===== src/rtl/mux4_rr_arbiter_if.sv =====
// Request/grant bundle between four requesters and the mux4 round-robin arbiter.
// The arbiter takes the slave view; requesters (or a bench) take the master view.
interface mux4_rr_arbiter_if;
  logic [3:0] req;
  logic [3:0] done;
  logic [3:0] gnt;
  logic [1:0] sel;
  logic       busy;
  logic       timeout;

  modport master (
    output req,
    output done,
    input  gnt,
    input  sel,
    input  busy,
    input  timeout
  );

  modport slave (
    input  req,
    input  done,
    output gnt,
    output sel,
    output busy,
    output timeout
  );
endinterface


===== src/rtl/mux4_rr_arbiter.sv =====
// Round-robin arbiter for a shared mux4 datapath: registered one-hot grant and mux select,
// hold-time limit with timeout pulse, and a guaranteed idle cycle between owners.
module mux4_rr_arbiter #(
  parameter int unsigned HOLD_MAX = 16,
  parameter int unsigned CNT_W    = 5
) (
  input logic               clk,
  input logic               rst,
  mux4_rr_arbiter_if.slave  bus
);

  localparam bit               HoldEn   = (HOLD_MAX != 0);
  localparam logic [CNT_W-1:0] HoldLast = CNT_W'(HOLD_MAX - 1);

  typedef enum logic [0:0] {StIdle, StGrant} state_e;

  state_e           r_state, w_state_d;
  logic [3:0]       r_gnt, w_gnt_d;
  logic [1:0]       r_sel, w_sel_d;
  logic             r_busy, w_busy_d;
  logic             r_timeout, w_timeout_d;
  logic [CNT_W-1:0] r_cnt, w_cnt_d;
  logic [1:0]       r_ptr, w_ptr_d;

  logic [1:0]       w_win;
  logic             w_found;
  logic             w_release;

  // Scan from the highest offset down so the nearest requester past ptr wins.
  always_comb begin
    w_win   = r_ptr;
    w_found = 1'b0;
    for (int k = 3; k >= 0; k--) begin
      if (bus.req[r_ptr + 2'(k)]) begin
        w_win   = r_ptr + 2'(k);
        w_found = 1'b1;
      end
    end
  end

  assign w_release = bus.done[r_sel] || !bus.req[r_sel];

  always_comb begin
    w_state_d   = r_state;
    w_gnt_d     = r_gnt;
    w_sel_d     = r_sel;
    w_busy_d    = r_busy;
    w_timeout_d = 1'b0;
    w_cnt_d     = r_cnt;
    w_ptr_d     = r_ptr;
    unique case (r_state)
      StIdle: begin
        if (w_found) begin
          w_gnt_d   = 4'b0001 << w_win;
          w_sel_d   = w_win;
          w_busy_d  = 1'b1;
          w_cnt_d   = '0;
          w_ptr_d   = w_win + 2'd1;
          w_state_d = StGrant;
        end
      end
      StGrant: begin
        if (w_release) begin
          w_gnt_d   = 4'b0000;
          w_busy_d  = 1'b0;
          w_state_d = StIdle;
        end else if (HoldEn && (r_cnt == HoldLast)) begin
          w_gnt_d     = 4'b0000;
          w_busy_d    = 1'b0;
          w_timeout_d = 1'b1;
          w_state_d   = StIdle;
        end else begin
          w_cnt_d = r_cnt + 1'b1;
        end
      end
      default: w_state_d = StIdle;
    endcase
  end

  always_ff @(posedge clk) begin
    if (rst) begin
      r_state   <= StIdle;
      r_gnt     <= 4'b0000;
      r_sel     <= 2'd0;
      r_busy    <= 1'b0;
      r_timeout <= 1'b0;
      r_cnt     <= '0;
      r_ptr     <= 2'd0;
    end else begin
      r_state   <= w_state_d;
      r_gnt     <= w_gnt_d;
      r_sel     <= w_sel_d;
      r_busy    <= w_busy_d;
      r_timeout <= w_timeout_d;
      r_cnt     <= w_cnt_d;
      r_ptr     <= w_ptr_d;
    end
  end

  assign bus.gnt     = r_gnt;
  assign bus.sel     = r_sel;
  assign bus.busy    = r_busy;
  assign bus.timeout = r_timeout;

endmodule


===== src/flat_wrapper.sv =====
// flat-port wrapper written by rule: the top's interface ports become plain ports
module mux4_rr_arbiter_flat 
#(
  parameter int unsigned HOLD_MAX = 16,
  parameter int unsigned CNT_W    = 5
)
  (clk, rst, bus_req, bus_done, bus_gnt, bus_sel, bus_busy, bus_timeout);
  mux4_rr_arbiter_if bus_i ();
  input logic clk;
  input logic rst;
  input wire logic [$bits(bus_i.req)-1:0] bus_req;
  input wire logic [$bits(bus_i.done)-1:0] bus_done;
  output wire logic [$bits(bus_i.gnt)-1:0] bus_gnt;
  output wire logic [$bits(bus_i.sel)-1:0] bus_sel;
  output wire logic [$bits(bus_i.busy)-1:0] bus_busy;
  output wire logic [$bits(bus_i.timeout)-1:0] bus_timeout;
  assign bus_i.req = bus_req;
  assign bus_i.done = bus_done;
  assign bus_gnt = bus_i.gnt;
  assign bus_sel = bus_i.sel;
  assign bus_busy = bus_i.busy;
  assign bus_timeout = bus_i.timeout;
  mux4_rr_arbiter #(.HOLD_MAX(HOLD_MAX), .CNT_W(CNT_W)) u_core (.clk(clk), .rst(rst), .bus(bus_i));
endmodule

===== config.mk =====
export PLATFORM = sky130hd
export DESIGN_NAME = mux4_rr_arbiter_flat
export DESIGN_NICKNAME = d
export VERILOG_FILES = /design/src/rtl/mux4_rr_arbiter_if.sv /design/src/rtl/mux4_rr_arbiter.sv /design/src/flat_wrapper.sv
export SDC_FILE = /design/constraint.sdc
export NUM_CORES = 1
export LEC_CHECK = 0
export ABC_AREA = 1
export CORE_MARGIN = 2
export CORE_UTILIZATION = 40
export DETAILED_ROUTE_END_ITERATION = 8
export PLACE_DENSITY = 0.71
export SLEW_MARGIN = 30
export SYNTH_ARGS = -nofsm -noshare
export SYNTH_HDL_FRONTEND = slang
export SYNTH_SLANG_ARGS = --single-unit

===== constraint.sdc =====
create_clock -name clk -period 4.5 [get_ports clk]
set_input_delay 1.35 -clock clk [delete_from_list [all_inputs] [get_ports clk]]
set_output_delay 1.35 -clock clk [all_outputs]
set_load 0.01 [all_outputs]

# Word-level counts from Yosys, hierarchy flattened

Cells that the tools add are included.

Memories kept: 0
Bits in writable memories: 0
Bits in latches: 0
Bits of input ports: 10
Register bits: 16
Output and inout bits: 8
ROM bits: 0

Shifts and indexed selects: 1
Add/subtract/negate cells: 5
Multiply operators: 0
Bitwise gates (word level): 1
Div/mod/pow operators: 0
Mux-type cells: 37
Order comparisons: 5
Reduce and logical (&&, ||, !) cells: 6
Equal/unequal tests: 5

Operator list:

| kind                                                        | count |
|---|---|
| 2-to-1 mux 1 bit                                            | 17 |
| less-than comparator 2 x 3 -> 1 bit (second input constant) | 5 |
| 2-to-1 mux 5 bit                                            | 3 |
| binary-select mux 1 bit (select 2 bit)                      | 6 |
| 2-to-1 mux 4 bit                                            | 3 |
| one-hot mux 5 bit (2 select lines)                          | 1 |
| 2-to-1 mux 2 bit                                            | 4 |
| one-hot mux 4 bit (2 select lines)                          | 1 |
| adder 5 x 1 -> 5 bit (second input constant)                | 1 |
| equality test 5 x 4 -> 1 bit (second input constant)        | 1 |
| adder 2 x 1 -> 2 bit (second input constant)                | 2 |
| adder 2 bit (second input constant)                         | 2 |
| != test 2 bit (second input constant)                       | 2 |
| one-hot mux 1 bit (2 select lines)                          | 2 |
| AND reduction 2 bit                                         | 2 |
| << shifter 1 x 2 -> 4 bit (first input constant)            | 1 |
| != test 3 bit (second input constant)                       | 1 |
| AND reduction 3 bit                                         | 1 |
| OR reduction 3 bit                                          | 1 |
| != test 2 x 1 -> 1 bit (second input constant)              | 1 |
| zero test 1 bit                                             | 1 |
| logical OR 1 bit                                            | 1 |
| inverter 1 bit                                              | 1 |

# Longest topological paths before layout

Gate-level depths: netlist (run 1).

Depth in word-level cells: 10
Mapped depth: 14
Mapped depth without buffers: 14

# Worst setup path after synthesis (run 1)

Ideal clock, no wire load.

Path kind: input to register
Start point: input bus_done[0]
End point: register u_core.r_cnt[3]
Setup slack: 2.087 ns
Setup time: 0.115 ns
Buffers on the path: 0
Data required time: 4.385 ns
Arrival time: 2.298 ns
Cell stages on the path: 8
Cells stage by stage: nand3b_1 > o211ai_1 > nand3_1 > nor2_1 > nor2_2 > nor2_1 > nand2_1 > and3_1

Cells in the longest elaborated chain, start to end: 5

RTL lines:

| item                                   | line                  | source |
|---|---|---|
| start, declared                        | flat_wrapper.sv:12    | `input wire logic [$bits(bus_i.done)-1:0] bus_done;` |
| binary-select mux 1 bit (select 2 bit) | mux4_rr_arbiter.sv:41 | `assign w_release = bus.done[r_sel] \|\| !bus.req[r_sel];` |
| 2-to-1 mux 1 bit (not written as such) | mux4_rr_arbiter.sv:41 |  |
| logical OR 1 bit                       | mux4_rr_arbiter.sv:41 |  |
| != test 2 bit (no source line)         | --                    |  |
| AND reduction 3 bit (no source line)   | --                    |  |
| end signal, assigned                   | mux4_rr_arbiter.sv:95 | `r_cnt <= w_cnt_d;` |
| end, declared                          | mux4_rr_arbiter.sv:22 | `logic [CNT_W-1:0] r_cnt, w_cnt_d;` |

Every way passes these cells. The select of a mux whose other input is x is not followed.
A chain may end at the register's enable or synchronous reset.

# Final worst setup path (run 1)

Start point: input bus_req[1]
End point: register u_core.r_cnt[3]

Cells in the longest elaborated chain, start to end: 8
Elaborated cells between the ends (all ways): 19
Classes of those cells: eq/ne (2); mux (14); reduce/logical (3)

RTL lines:

| item                                     | line                  | source |
|---|---|---|
| start, declared                          | flat_wrapper.sv:11    | `input wire logic [$bits(bus_i.req)-1:0] bus_req;` |
| binary-select mux 1 bit (select 2 bit)   | mux4_rr_arbiter.sv:34 | `if (bus.req[r_ptr + 2'(k)]) begin` |
| 2-to-1 mux 1 bit (not written as such)   | mux4_rr_arbiter.sv:34 |  |
| 2-to-1 mux 1 bit (4 in a row)            | mux4_rr_arbiter.sv:34 |  |
| != test 2 x 1 -> 1 bit (no source line)  | --                    |  |
| AND reduction 3 bit (no source line) (*) | --                    |  |

Mark *: on every way between the ends. The rest lies on a longest branch, timed or not. The select of a mux whose other input is x is not followed.

==> results.cfg, run 1 <==
[sta]
max_freq_mhz = 350
hold_slack_ps = 469
hold_violations = 0
fin_crit_ps = 2860
max_slew_margin = 0.736
drv_slew = 0
tightest_slew_ps = 395
rsz0062_at_grt = no
setup_tns_ps = 0
setup_violations = 0
fin_crit_sh = 0.636
skew_ps = 2.81

[clock_network]
path_clk_slew_ps = 90
cts_setup_buffers = 0
cts_max_level = 1
numCtsBuffers = 3
cts_tree = built
clk_latency_ps = 290
root_buffer = clkbuf_4
cts_resized = 0
cts.sink_count = 16
clk_path_buf_depth = 2
hold_buffers = 0

[die]
die_area_um2 = 2760
die_h_um = 52.5
die_w_um = 52.5
start_util = 0.425
core_area_um2 = 2210
rows = 17
ioPinCount = 18

[pwr]
ir_drop_mv = 0.305
p_leak_nw = 0.540
power_density_nw_per_um2 = 638

[layout]
nets = 180
drive_above_1_share = 0.0719
stdcell_area_um2 = 1160
syn2layout_area_growth_pct = 23.3
antennaDiodeCount = 0
final_common_cell = nand2_1
final_cell_mix = nand2_1, inv_1, clkdlybuf4s50_1

[logic_synthesis]
synth.ff_latch_count = 16
synth.top_cell.area_share = 0.340
synth_nets = 161
avgSynthCellArea_um2 = 6.31
yosysUniqueCellTypes = 21
synth_area_um2 = 941
yosys_warnings = 0
synth-seq-area-share = 0.340
synthCells = 149
synth_top_area_cell = dfxtp_1
netlist_top_cells_area = dfxtp_1, nand2_1, inv_1

[worst_setup_path]
worstPathMaxFanout = 7
worstPathRequired_ps = 4690
cp.arrival_ps = 3050
startpoint_type = input pin
cp_num_buf_inv = 1
cp-startpoint = bus_req[1]
worstReg2RegStart = u_core.r_ptr[0]
end_kind = register
critical_path.slowest_cell = clkdlybuf4s50_1
crit_chain = clkdlybuf4s50_1 -> nand2_1 -> o211ai_1 -> nand3_1 -> nor2_1 -> nor2_2 -> nor2_1 -> nand2_1 -> and3_1
slowest_delay_ps = 530
rrSetupSlack_ps = 2510
critPathKind = in2reg
crit_family = simple AND/OR/NAND/NOR gates

[detailed_routing]
drc = 0
routed-wl-met2_um = 901
wire_per_inst_um = 9.84
dr.pass1.iters = 4
viasPerCell = 4.78
wl_met3_um = 70
ant_nets = 0
top_layer_used = met4
wirelength_um = 1920
wl_met1_um = 934
dr_total_vias = 933
drt_iter0_drc = 29

[placed_design]
place_congestion = 0.876
placed_area_um2 = 1120
port_buffers = 17
hpwl_um = 1540

[global_routing]
grt_pass1_vias = 853
gr-usage-all-layers = 0.163
grt_pass1_wl_um = 3460
grt_max_degree = 13
gr-total-overflow = 0
antenna_found_initial = 0

[run_status]
status = completed

[run]
cap_violations = 0

[hold_path]
hold_class = reg2reg
hp-start = u_core.bus.gnt[2]
[worst paths after layout]
kind	to	cells past startpoint
setup / recovery	u_core.r_cnt[3]	9
hold / removal	u_core.bus.gnt[2]	2
hold reg to reg	u_core.bus.gnt[2]	2
setup reg to reg	u_core.r_cnt[3]	10
[kinds of logic after synthesis]
kind of cell	after synthesis	synth area share
and+or+nand+nor	80	0.362
buffers and inverters	29	0.128
AOI/OAI and AO/OA	22	0.144
adders and majority gates	2	0.0266
DFF	16	0.340
[flip-flops by register name (all words and copies together) (netlist names)]
signal and flops:
u_core.bus.sel 2, u_core.r_state 1, u_core.bus.timeout 1, u_core.bus.gnt 4, u_core.r_ptr 2, u_core.r_cnt 5
u_core.bus.busy 1
[worst min-delay path, stage by stage, from the launching register on]
cell	delay (ps)
dfxtp_1	320
nand2_1	60
a21oi_1	50
[layer usage]
layer  GRT usage  up-vias
met2       0.269       14
li1            -      503
met1       0.212      414
met3      0.0514        2
met5           0        -
met4      0.0256        0
[cells in the mapped netlist]
master / n
buf_6: 1
clkbuf_1: 1
o21ai_0: 5
nor2_1: 8
a21oi_4: 1
dfxtp_1: 16
inv_2: 1
nor2_2: 3
buf_4: 1
o211ai_1: 4
nand3b_1: 1
nand2_2: 2
a21oi_2: 1
nand2_1: 50
a21oi_1: 11
ha_1: 2
and3_1: 1
nand3_1: 12
inv_1: 25
nor3_1: 1
nand4_1: 2
[metrics by stage]
step                utilization  instances  total power, mW  worst slack (ps)
floorplan                     -        149            0.543              2090
global placement          0.508        191            0.640              1380
detailed placement        0.508        191            0.647              1330
CTS                       0.524        195            0.742              1640
global route              0.524        195            0.821              1420
finish                    0.524        195            0.739              1640
[report_power, final]
group / leakage (nW) / switching (mW) / internal (mW)
clock: 0.0210 / 0.0463 / 0.0493
combinational: 0.388 / 0.257 / 0.163
sequential: 0.131 / 0.0417 / 0.182
total: 0.540 / 0.345 / 0.394
[layout make-up]
| cell class | instances | area [um^2] |
|---|---|---|
| timing repair buffer | 17 | 170 |
| inverter | 26 | 97.6 |
| tap | 28 | 35.0 |
| sequential | 16 | 320 |
| fill | 215 | 1050 |
| clock buffer | 4 | 36.3 |
| multi-input combinational | 104 | 500 |
Power figures use the tool's default switching activity.
==> inputs of run 2 (changes only) <==
==> constraint.sdc (replaced) <==
create_clock -name clk -period 2.7 [get_ports clk]
set_input_delay 0.81 -clock clk [delete_from_list [all_inputs] [get_ports clk]]
set_output_delay 0.81 -clock clk [all_outputs]
set_load 0.01 [all_outputs]
==> run 2 against run 1 <==
First-iteration DRC count decreased by 45%. Worst hold slack got worse by 4.4 ps. Final cell count increased by 0.51%. Total power increased by 67%. Flip-flop and latch count unchanged. Setup slack got worse by 1300 ps. Clock-buffer cell count unchanged. Core utilization increased by 0.34 points. Register-to-register slack got worse by 1800 ps. Via count increased by 0.75%.
==> results.cfg, run 2 (same netlist as run 1, synthesis figures left out) <==
[layout]
final_cells = 196
drive_above_1_share = 0.0774
final_common_cell = nand2_1
antennaDiodeCount = 0
final_cell_mix = nand2_1, inv_1, clkdlybuf4s50_1
largest_reg_flops = 5
top_register = u_core.r_cnt
nets = 181
syn2layout_area_growth_pct = 24.1

[pwr]
power_frac_comb = 0.572
finalPower_mw = 1.24
p_int_mw = 0.663
switching_share = 0.464
ir_drop_mv = 0.538
clkPwrFrac = 0.125
p_seq_frac = 0.303
p_leak_nw = 0.545
p_switching_mw = 0.574
power_density_nw_per_um2 = 1060

[sta]
hold_violations = 0
max_freq_mhz = 423
skew_ps = 3.88
setup_tns_ps = 0
max_slew_margin = 0.724
rsz0062_at_grt = no
hold_slack_ps = 465
setup_violations = 0
fin_crit_sh = 0.876
fin_ws_ps = 335
fin_crit_ps = 2360
drv_slew = 0
tightest_slew_ps = 413

[worst_setup_path]
startpoint_type = input pin
path_common_cell = nor2_1
worstPathRequired_ps = 2890
worstPathMaxFanout = 12
crit_chain = clkdlybuf4s50_1 -> inv_1 -> o21ai_0 -> nor2_1 -> a21oi_4 -> nor2_2 -> nor2_1 -> nand2_1 -> and3_1
rrSetupSlack_ps = 690
critical_path.slowest_cell = clkdlybuf4s50_1
reg2reg_depth = 10
r2r-end = u_core.r_cnt[3]
crit_family = compound AO/OA/AOI/OAI gates
critPathKind = in2reg
cp_num_buf_inv = 2
slowest_delay_ps = 510
cp.arrival_ps = 2560
worstReg2RegStart = u_core.r_ptr[0]
end_kind = register

[clock_network]
hold_buffers = 0
path_clk_slew_ps = 90
cts_setup_buffers = 0
cts_max_level = 1
clk_latency_ps = 290
cts_resized = 0
clk_path_buf_depth = 2
cts.sink_count = 16
root_buffer = clkbuf_4
numCtsBuffers = 3
cts_tree = built

[detailed_routing]
drc = 0
wirelength_um = 1960
drt_iter0_drc = 16
viasPerCell = 4.80
ant_nets = 0
dr.pass1.iters = 4
wire_per_inst_um = 10.0
dr_total_vias = 940

[global_routing]
gr-total-overflow = 0
antenna_found_initial = 0
grt.busiest_layer = met2
grt_max_degree = 13
grt_pass1_vias = 846
gr-usage-all-layers = 0.166
gr-usage-met1 = 0.205
grt_pass1_wl_um = 3400
grtUsageMet2 = 0.269
met3_usage = 0.0514

[placed_design]
place_inst = 192
port_buffers = 17
hpwl_um = 1560
dp_slack_ps = 39.4
place_congestion = 0.868

[hold_path]
hold_class = reg2reg
hold_depth = 2
hp-start = u_core.r_cnt[4]
worstHoldEndpoint = u_core.r_cnt[4]

[die]
die_area_um2 = 2760
core_area_um2 = 2210
die_w_um = 52.5
ioPinCount = 18
start_util = 0.425
rows = 17
die_h_um = 52.5

[run_status]
status = completed

[run]
cap_violations = 0
run 2: power groups by stage:
stage | sequential, mW | clock, mW | combinational, mW
4_1_cts | 0.374 | 0.164 | 0.710
2_1_floorplan | 0.373 | 0 | 0.531
3_5_place_dp | 0.379 | 0 | 0.707
5_1_grt | 0.384 | 0.175 | 0.806
3_3_place_gp | 0.379 | 0 | 0.695
6_report | 0.375 | 0.155 | 0.708
run 2: worst reg2reg max path, cell delays in order (launching register included):
cell     delay, ps
dfxtp_1        540
inv_1          210
nand2_1        120
nand2_1         70
inv_1          100
nor2_1          80
a21oi_4        340
nor2_2         120
nor2_1         130
nand2_1         60
and3_1         150
run 2: area by class of cell:
type	count	area, um^2
Clock buffer	4	36.3
Fill cell	228	1040
Inverter	26	97.6
Multi-Input combinational cell	104	500
Sequential cell	16	320
Tap cell	28	35.0
Timing Repair Buffer	18	178
run 2: metal layers:
layer / vias to the layer above / part of all wire
met3: 4 / 0.036
met1: 415 / 0.47
li1: 506 / -
met4: 0 / 0.015
met5: - / 0
met2: 15 / 0.47
run 2: metrics by stage:
stage,area (um^2),utilization
4_1_cts,1170,0.528
3_5_place_dp,1130,0.511
3_3_place_gp,1130,0.511
2_1_floorplan,941,-
6_report,1170,0.528
5_1_grt,1170,0.528
run 2: how the worst max path moves through the flow:
stage                     start               to  depth (start not counted)
floorplan           bus_done[0]  u_core.r_cnt[3]                          8
global placement     bus_req[0]  u_core.r_cnt[3]                          9
detailed placement   bus_req[0]  u_core.r_cnt[3]                          9
CTS                  bus_req[0]  u_core.r_cnt[3]                          9
global route         bus_req[1]  u_core.r_cnt[3]                         11
finish               bus_req[0]  u_core.r_cnt[3]                          9
==> inputs of run 3 (changes only) <==
--- a/config.mk
+++ b/config.mk
@@ -6,10 +6,11 @@
 export NUM_CORES = 1
 export LEC_CHECK = 0
 export ABC_AREA = 1
-export CORE_MARGIN = 2
+export CORE_MARGIN = 3
 export CORE_UTILIZATION = 40
 export DETAILED_ROUTE_END_ITERATION = 8
 export PLACE_DENSITY = 0.71
+export SETUP_SLACK_MARGIN = 0.1
 export SLEW_MARGIN = 30
 export SYNTH_ARGS = -nofsm -noshare
 export SYNTH_HDL_FRONTEND = slang
==> run 3 against run 2 <==
Register-to-register slack better by 20 ps. Clock-buffer cell count stayed put. Flip-flop and latch count stayed put. Clock skew up 5.3 ps. Sequential power about the same. Combinational power barely moved. Wire length up 2.4%. Die area up 7.8%. Via count increased by 1.8%.
==> results.cfg, run 3 (same netlist as run 1, synthesis figures left out) <==
[detailed_routing]
wirelength_um = 2010
ant_nets = 0
wire_per_inst_um = 10.3
viasPerCell = 4.91
dr_total_vias = 957
drc = 0
dr.pass1.iters = 4
drt_iter0_drc = 20

[clock_network]
root_buffer = clkbuf_4
hold_buffers = 0
cts.sink_count = 16
clk_latency_ps = 290
path_clk_slew_ps = 100
numCtsBuffers = 3
cts_resized = 0
clk_path_buf_depth = 2
cts_tree = built
cts_max_level = 1
cts_setup_buffers = 0

[sta]
max_slew_margin = 0.731
max_freq_mhz = 432
drv_slew = 0
hold_slack_ps = 471
tightest_slew_ps = 402
hold_violations = 0
setup_tns_ps = 0
fin_crit_sh = 0.857
fin_crit_ps = 2310
setup_violations = 0
skew_ps = 9.22
rsz0062_at_grt = no

[global_routing]
gr-usage-met1 = 0.207
grt_pass1_vias = 887
grt_max_degree = 13
met3_usage = 0.0518
grt_pass1_wl_um = 3660
grtUsageMet2 = 0.279
antenna_found_initial = 0
gr-total-overflow = 0
gr-usage-all-layers = 0.168
grt.busiest_layer = met2

[pwr]
power_density_nw_per_um2 = 1060
p_seq_frac = 0.302
p_switching_mw = 0.578
ir_drop_mv = 0.553
switching_share = 0.466
clkPwrFrac = 0.128
power_frac_comb = 0.570
p_leak_nw = 0.545
finalPower_mw = 1.24
p_int_mw = 0.663

[worst_setup_path]
cp_num_buf_inv = 4
critical_path.slowest_cell = clkdlybuf4s50_1
worstPathRequired_ps = 2880
startpoint_type = input pin
crit_chain = clkdlybuf4s50_1 -> inv_1 -> o21ai_0 -> nor2_1 -> a21oi_4 -> nor2_2 -> inv_1 -> nand2_1 -> o211ai_1 -> inv_1
end_kind = register
slowest_delay_ps = 510
cp.arrival_ps = 2490
crit_family = buffers and inverters
worstPathMaxFanout = 12
critPathKind = in2reg
path_common_cell = inv_1

[die]
start_util = 0.452
die_area_um2 = 2970
ioPinCount = 18
die_w_um = 54.5
core_area_um2 = 2080
die_h_um = 54.5
rows = 16

[layout]
fill_cells = 205
final_core_util = 0.560
largest_reg_flops = 5
syn2layout_area_growth_pct = 23.9
final_common_cell = nand2_1
top_register = u_core.r_cnt
final_cell_mix = nand2_1, inv_1, clkdlybuf4s50_1
drive_above_1_share = 0.0774
nets = 181
antennaDiodeCount = 0

[placed_design]
hpwl_um = 1600
port_buffers = 17
place_congestion = 0.876

[run]
cap_violations = 0

[run_status]
status = completed

[hold_path]
hold_class = reg2reg
[run 3: cell counts in the layout (fill, tap and decap cells not counted)]
Identical to the previous run, type by type.
[run 3: worst register-to-register path, stage by stage (launching register included)]
cell,delay [ps]
dfxtp_1,550
inv_1,220
nand2_1,120
nand2_1,70
nand2_1,100
nand2_2,70
nor2_2,150
a21oi_4,120
nor2_2,230
inv_1,100
nand2_1,70
o211ai_1,80
inv_1,60
[run 3: worst paths after layout]
| check | slack [ps] | from | endpoint | cells past startpoint |
|---|---|---|---|---|
| setup / recovery | 390 | bus_req[0] | u_core.r_cnt[0] | 10 |
| hold / removal | 470 | u_core.bus.busy | u_core.bus.busy | 2 |
| setup reg to reg | 710 | u_core.r_ptr[0] | u_core.r_cnt[0] | 12 |
| hold reg to reg | 470 | u_core.bus.busy | u_core.bus.busy | 2 |
[run 3: final cells by class]
type                            instances  area (um^2)  share of cell area
Tap cell                               27         33.8              0.0290
Multi-Input combinational cell        104          500               0.429
Sequential cell                        16          320               0.275
Timing Repair Buffer                   18          178               0.152
Inverter                               26         97.6              0.0837
Clock buffer                            4         36.3              0.0311
[run 3: per-layer routing]
| metal | part of all wire | routed length [um] |
|---|---|---|
| met4 | 0.0035 | 7 |
| met5 | 0 | 0 |
| met1 | 0.47 | 951 |
| met3 | 0.042 | 85 |
| met2 | 0.48 | 966 |
[run 3: stage by stage]
step / setup WS, ps / cell area (um^2) / cells
4_1_cts: 389 / 1170 / 195
6_report: 387 / 1170 / 195
3_3_place_gp: 123 / 1130 / 191
2_1_floorplan: 827 / 941 / 149
3_5_place_dp: 65.6 / 1130 / 191
5_1_grt: 198 / 1170 / 195
[run 3: power groups by stage]
| stage | combinational, mW | sequential (mW) | clock (mW) |
|---|---|---|---|
| after global routing | 0.815 | 0.384 | 0.178 |
| after CTS | 0.711 | 0.374 | 0.164 |
| after floorplan | 0.531 | 0.373 | 0 |
| after detailed placement | 0.709 | 0.379 | 0 |
| final | 0.707 | 0.375 | 0.159 |
| after global placement | 0.698 | 0.380 | 0 |
